===== src/rtl/armored66_lane_lock.sv =====
// armored66_lane_lock
//   Per-lane word-lock and 33-bit half-word framing controller for the
//   armored66 RX path. Each lane hunts for word alignment by watching ECC
//   error flags over fixed observation windows. It issues transceiver bitslips
//   until it sees LOCK_WINS clean windows in a row, and then polices frame
//   headers to correct the 33-bit half-word phase with FIFO half-slips.
//
// Ports
//   clk           recovered core clock (dout_clk domain)
//   arst          asynchronous reset, active high
//   din_valid     shared strobe, din holds a complete 66-bit word per lane
//   din           assembled words, lane i = din[i*66 +: 66]
//   dec_fix       per-lane ECC corrected-error flag
//   dec_fail      per-lane ECC uncorrected-error flag
//   clr_stats     synchronous clear of err_cnt and slip_timeout
//   bitslip       per-lane one-cycle pulse, slip transceiver one bit
//   half_slip     per-lane one-cycle pulse, drop one FIFO read
//   wordlock      per-lane locked status
//   all_locked    registered AND of wordlock
//   slip_timeout  per-lane sticky flag, SLIP_LIMIT slips without lock
//   err_cnt       per-lane saturating ECC error count while locked
//
// state   | meaning
// FLUSH   | discard errors from the window after a slip or unlock
// OBSERVE | first qualification window, any error forces a bitslip
// PEND    | further clean windows needed before lock is declared
// LOCKED  | word-locked, frame checks active, unlock on error burst
module armored66_lane_lock #(
  parameter int NUM_LN      = 4,
  parameter int WIN_LOG2    = 6,
  parameter int UNLOCK_ERRS = 8,
  parameter int LOCK_WINS   = 2,
  parameter int SLIP_LIMIT  = 80,
  parameter int FE_ERRS     = 2,
  parameter int GRACE       = 64
) (
  input  logic                 clk,
  input  logic                 arst,
  input  logic                 din_valid,
  input  logic [NUM_LN*66-1:0] din,
  input  logic [NUM_LN-1:0]    dec_fix,
  input  logic [NUM_LN-1:0]    dec_fail,
  input  logic                 clr_stats,
  output logic [NUM_LN-1:0]    bitslip,
  output logic [NUM_LN-1:0]    half_slip,
  output logic [NUM_LN-1:0]    wordlock,
  output logic                 all_locked,
  output logic [NUM_LN-1:0]    slip_timeout,
  output logic [NUM_LN*16-1:0] err_cnt
);

  localparam int WCW = $clog2(UNLOCK_ERRS + 2);
  localparam int CLW = $clog2(LOCK_WINS + 1);
  localparam int SCW = $clog2(SLIP_LIMIT + 1);
  localparam int FEW = $clog2(FE_ERRS + 1);
  localparam int GRW = (GRACE > 0) ? $clog2(GRACE + 1) : 1;

  localparam logic [WCW-1:0] UNLOCK_V  = WCW'(UNLOCK_ERRS);
  localparam logic [CLW-1:0] LOCKW_V   = CLW'(LOCK_WINS);
  localparam logic [SCW-1:0] SLIP_LAST = SCW'(SLIP_LIMIT - 1);
  localparam logic [FEW-1:0] FE_V      = FEW'(FE_ERRS);
  localparam logic [GRW-1:0] GRACE_V   = GRW'(GRACE);

  typedef enum logic [1:0] {
    FLUSH   = 2'd0,
    OBSERVE = 2'd1,
    PEND    = 2'd2,
    LOCKED  = 2'd3
  } state_t;

  state_t           state    [NUM_LN];
  logic [WCW-1:0]   wcnt     [NUM_LN];
  logic [CLW-1:0]   clean    [NUM_LN];
  logic [SCW-1:0]   slip_cnt [NUM_LN];
  logic [FEW-1:0]   fe_cnt   [NUM_LN];
  logic [GRW-1:0]   grace    [NUM_LN];

  logic [WIN_LOG2-1:0] cnt;
  logic                ping;
  logic [NUM_LN-1:0]   err;
  logic [NUM_LN-1:0]   unlock;
  logic [NUM_LN-1:0]   slip_req;
  logic [NUM_LN-1:0]   bad;
  logic [WCW-1:0]      wsum [NUM_LN];

  // Only the sync header and control-type bits are inspected; the payload is
  // folded here so it is visibly consumed.
  logic unused_din;
  assign unused_din = ^din;

  always_comb begin
    ping = &cnt;
    for (int i = 0; i < NUM_LN; i++) begin
      err[i]      = dec_fix[i] | dec_fail[i];
      // Running window total including this cycle's error.
      wsum[i]     = wcnt[i] + WCW'(err[i]);
      bad[i]      = (din[i*66 +: 2] == 2'b00) || (din[i*66 +: 2] == 2'b11) ||
                    (din[i*66] && (^din[i*66+34 +: 4]));
      unlock[i]   = (state[i] == LOCKED) && (wsum[i] >= UNLOCK_V);
      slip_req[i] = ping && (wsum[i] != '0) &&
                    ((state[i] == OBSERVE) || (state[i] == PEND));
    end
  end

  always_ff @(posedge clk or posedge arst) begin
    if (arst) begin
      cnt          <= '0;
      all_locked   <= 1'b0;
      bitslip      <= '0;
      half_slip    <= '0;
      wordlock     <= '0;
      slip_timeout <= '0;
      err_cnt      <= '0;
      for (int i = 0; i < NUM_LN; i++) begin
        state[i]    <= FLUSH;
        wcnt[i]     <= '0;
        clean[i]    <= '0;
        slip_cnt[i] <= '0;
        fe_cnt[i]   <= '0;
        grace[i]    <= '0;
      end
    end else begin
      cnt        <= cnt + WIN_LOG2'(1);
      all_locked <= &wordlock;
      for (int i = 0; i < NUM_LN; i++) begin
        bitslip[i]   <= 1'b0;
        half_slip[i] <= 1'b0;

        wcnt[i] <= ping ? WCW'(err[i]) : ((wsum[i] >= UNLOCK_V) ? UNLOCK_V : wsum[i]);

        if (clr_stats)
          err_cnt[i*16 +: 16] <= 16'h0000;
        else if ((state[i] == LOCKED) && err[i] && (err_cnt[i*16 +: 16] != 16'hFFFF))
          err_cnt[i*16 +: 16] <= err_cnt[i*16 +: 16] + 16'd1;

        // A timeout set in the same cycle overrides this clear below.
        if (clr_stats)
          slip_timeout[i] <= 1'b0;

        if (slip_req[i]) begin
          bitslip[i] <= 1'b1;
          if (slip_cnt[i] == SLIP_LAST) begin
            slip_cnt[i]     <= '0;
            slip_timeout[i] <= 1'b1;
          end else begin
            slip_cnt[i] <= slip_cnt[i] + SCW'(1);
          end
        end else if (state[i] == LOCKED) begin
          slip_cnt[i] <= '0;
        end

        case (state[i])
          FLUSH: begin
            if (ping)
              state[i] <= OBSERVE;
          end
          OBSERVE: begin
            if (slip_req[i]) begin
              state[i] <= FLUSH;
            end else if (ping) begin
              clean[i] <= CLW'(1);
              if (LOCK_WINS == 1) begin
                state[i]    <= LOCKED;
                wordlock[i] <= 1'b1;
              end else begin
                state[i] <= PEND;
              end
            end
          end
          PEND: begin
            if (slip_req[i]) begin
              state[i] <= FLUSH;
            end else if (ping) begin
              clean[i] <= clean[i] + CLW'(1);
              if ((clean[i] + CLW'(1)) == LOCKW_V) begin
                state[i]    <= LOCKED;
                wordlock[i] <= 1'b1;
              end
            end
          end
          default: begin
            if (unlock[i]) begin
              // Unlock takes priority over any pending half-slip.
              state[i]    <= FLUSH;
              wordlock[i] <= 1'b0;
              fe_cnt[i]   <= '0;
              grace[i]    <= '0;
            end else if (grace[i] != '0) begin
              grace[i]  <= grace[i] - GRW'(1);
              fe_cnt[i] <= '0;
            end else if (din_valid) begin
              if (!bad[i]) begin
                fe_cnt[i] <= '0;
              end else if ((fe_cnt[i] + FEW'(1)) >= FE_V) begin
                half_slip[i] <= 1'b1;
                fe_cnt[i]    <= '0;
                grace[i]     <= GRACE_V;
              end else begin
                fe_cnt[i] <= fe_cnt[i] + FEW'(1);
              end
            end
          end
        endcase
      end
    end
  end

endmodule


===== config.mk =====
export PLATFORM = sky130hd
export DESIGN_NAME = armored66_lane_lock
export DESIGN_NICKNAME = d
export VERILOG_FILES = /design/src/rtl/armored66_lane_lock.sv
export SDC_FILE = /design/constraint.sdc
export NUM_CORES = 1
export LEC_CHECK = 0
export CORE_ASPECT_RATIO = 0.9
export CORE_MARGIN = 1.5
export CORE_UTILIZATION = 30
export CTS_BUF_LIST = sky130_fd_sc_hd__clkbuf_16
export CTS_CLUSTER_SIZE = 24
export DETAILED_ROUTE_END_ITERATION = 8
export PLACE_DENSITY_LB_ADDON = 0.3
export SLEW_MARGIN = 10
export SYNTH_ARGS = -nofsm -noshare
export SYNTH_HDL_FRONTEND = slang
export SYNTH_SLANG_ARGS = --single-unit

===== constraint.sdc =====
create_clock -name clk -period 7.6 [get_ports clk]
set_clock_uncertainty 0.15 [all_clocks]
set_input_delay 0.76 -clock clk [delete_from_list [all_inputs] [get_ports clk]]
set_output_delay 0.76 -clock clk [all_outputs]
set_load 0.05 [all_outputs]

==> qor.txt <==
status: completed
Crit path depth: 9
Seq/Total Area, Yosys: 45.0%
Slew HR: 31.3%
share of the synthesized area in the top cell type: 45.0%
number of remaining DRC errors: 0
Die ar.: 35100 um2
post-synthesis area per instance: 9.58 um2
Post-DRT Antenna Nets: 0
largest net degree at the start of global routing: 127
async set or reset register ratio after synthesis: 100%
overall die width: 197 um
Layout area overhead: 22.0%
mapped cell area: 10200 um2
CP peak stage delay: 0.41 ns
CTS Root Cell: clkbuf_16
core box area: 33200 um2
CTS buffer count: 17
Final Util: 37.4%
# nets final: 1494
Buffers on Ports: 116
max cap viols: 0
endpoints failing setup: 0
WP buf/inv: 2
PD cells: 180 nW/um2
Setup crit start kind: primary input
fin cells: 1641
CP Class: primary input to register
Seq cells post-synth: 183
total global-route track usage: 15.2%
drt via density: 5.06
period utilization: 43.9%
# rows: 63
Slew @ Worst Pin: 1.02 ns
H-tree levels: 4
grt ovf: 0
Post-synth top cells: dfrtp_1 (183), nor2_1 (93), nand2_1 (83)
R2R cell count: 6
CTS resizes: 0
Post-CTS Hold Fix Bufs: 0
Period minus WS final: 3.34 ns
RR Startpoint: state[5]
CTS tree: yes
Fmax: 300 MHz
DRT iter0 DRCs: 436
Max Transition Viols Final: 0
Critical Path Start: dec_fail[3]
postcts setup bufs: 0
initial antenna violation count: 0
Synth warnings: 0
critical path endpoint: slip_cnt[2]
slowest CP cell: clkdlybuf4s50_1
Pre-Repair DR Iteration Count: 5
Reg clk slew, reported paths: 0.07 ns
clk_lat worst skew: 0.44 ns
Syn Inst Count: 1063
Worst Path Arrival: 3.51 ns
reg2reg setup slack: 4.89 ns
placed cells: 1609
vias in the first global route: 7969
Syn Nets: 1384
DIE HEIGHT: 178 um
Initial Utilization: 30.7%
Yosys top cell by area: dfrtp_1
# IOs: 357
post-DR wirelength/cell: 15.5 um
Max Buffers Root-to-Sink: 2
crit-path leading delay family: buffers and inverters
Fin Setup TNS: 0 ns
EDFF count, synth: 0
most frequent CP cell: ha_1
Post-DP HPWL: 18100 um
Synth area leaders: dfrtp_1 (45%), ha_1 (5.5%), xnor2_1 (5.1%), nor2_1 (3.4%), nand2_1 (3.1%)
Synth cell types: 79
Crit. End Element: register
GPL Wtd Cong: 0.826
layout cells sized above 1: 7.00%
Vias: 8297
clock sinks: 183
worst reg2reg path endpoint: err_cnt[31]
ant diodes: 0
cell chain of the critical path: clkdlybuf4s50_1 -> or2_2 -> ha_1 -> ha_1 -> xor2_1 -> or3_4 -> o211ai_2 -> clkinv_1 -> a221o_1
first-pass GRT wire length: 42300 um
total routed wirelength: 25500 um
RSZ-0062 raised after global routing: no
most common flop cell mapped by yosys: dfrtp_1
Max FO, Critical Path: 7
total power: 0.00224 W
Leak Pwr: 5.02 nW
VDD IR-drop max: 0.173 mV
most common cell in the synthesized netlist: dfrtp_1
Hold Crit Class: register to register
Fin. Hold Viols: 0
WP data required: 7.77 ns
-- power breakdown --
part | leakage [nW] | switching (W) | internal (W)
Clock | 0.291 | 0.000441 | 0.000469
Combinational | 2.32 | 0.000183 | 0.000109
Sequential | 2.42 | 0.0000238 | 0.00101
Total | 5.02 | 0.000648 | 0.00159
-- layout make-up --
type / count / area (um2)
Tap cell: 455 / 569
Timing Repair Buffer: 123 / 1210
Fill cell: 3305 / 20800
Clock buffer: 17 / 425
Clock inverter: 15 / 161
Sequential cell: 183 / 4580
Inverter: 62 / 240
Multi-Input combinational cell: 786 / 5240
-- layer usage --
layer  track usage, %  routed length (um)  up-vias
met5                0                   0        -
met4             4.07                 398        0
met3             3.82                1340       19
met2             22.8               10900      180
met1             21.6               12900     4014
li1                 -                   -     4084
-- how the worst min path moves through the flow --
| stage | to | startpoint | cells after the start |
|---|---|---|---|
| 6_report | fe_cnt[3] | fe_cnt[3] | 1 |
| 5_1_grt | fe_cnt[3] | fe_cnt[3] | 1 |
| 4_1_cts | fe_cnt[0] | fe_cnt[0] | 1 |
| 3_5_place_dp | fe_cnt[0] | fe_cnt[0] | 1 |
| 3_3_place_gp | fe_cnt[0] | fe_cnt[0] | 1 |
| 2_1_floorplan | cnt[0] | cnt[0] | 1 |
-- metrics by stage --
stage / instance area, um2 / setup WS, ns / hold slack [ns]
2_1_floorplan: 10200 / 1.72 / 0.292
3_3_place_gp: 11800 / 3.80 / 0.314
3_5_place_dp: 11800 / 3.82 / 0.318
4_1_cts: 12400 / 4.27 / 0.334
5_1_grt: 12400 / 4.14 / 0.355
6_report: 12400 / 4.26 / 0.336
-- logic make-up after synthesis --
kind of cell               Yosys count  share of synthesized area [%]
adders and majority gates           45                           5.53
buffers and inverters               94                           3.61
and+or+nand+nor                    408                           20.7
muxes                               20                           2.05
xor gates and xnor gates            81                           7.11
AOI/OAI and AO/OA                  232                           16.0
DFF                                183                           45.0
-- flip-flops by register name, indices dropped and copies added, names as in the netlist, 6 cells and up --
name,cells
state,8
slip_cnt,28
err_cnt,64
clean,8
grace,28
cnt,6
wcnt,16
fe_cnt,8
-- layout by cell type (no fill, tap or decap), drive strengths merged, types with 20 or more instances in the layout --
cell type      instances
a21oi                 41
and3                  21
clkdlybuf4s50        115
dfrtp                183
ha                    45
inv                   67
nand2                 83
nand3                 60
nor2                  93
nor3                  37
nor4                  20
o21ai                 39
xnor2                 61
xor2                  20
Power figures use the tool's default switching activity.
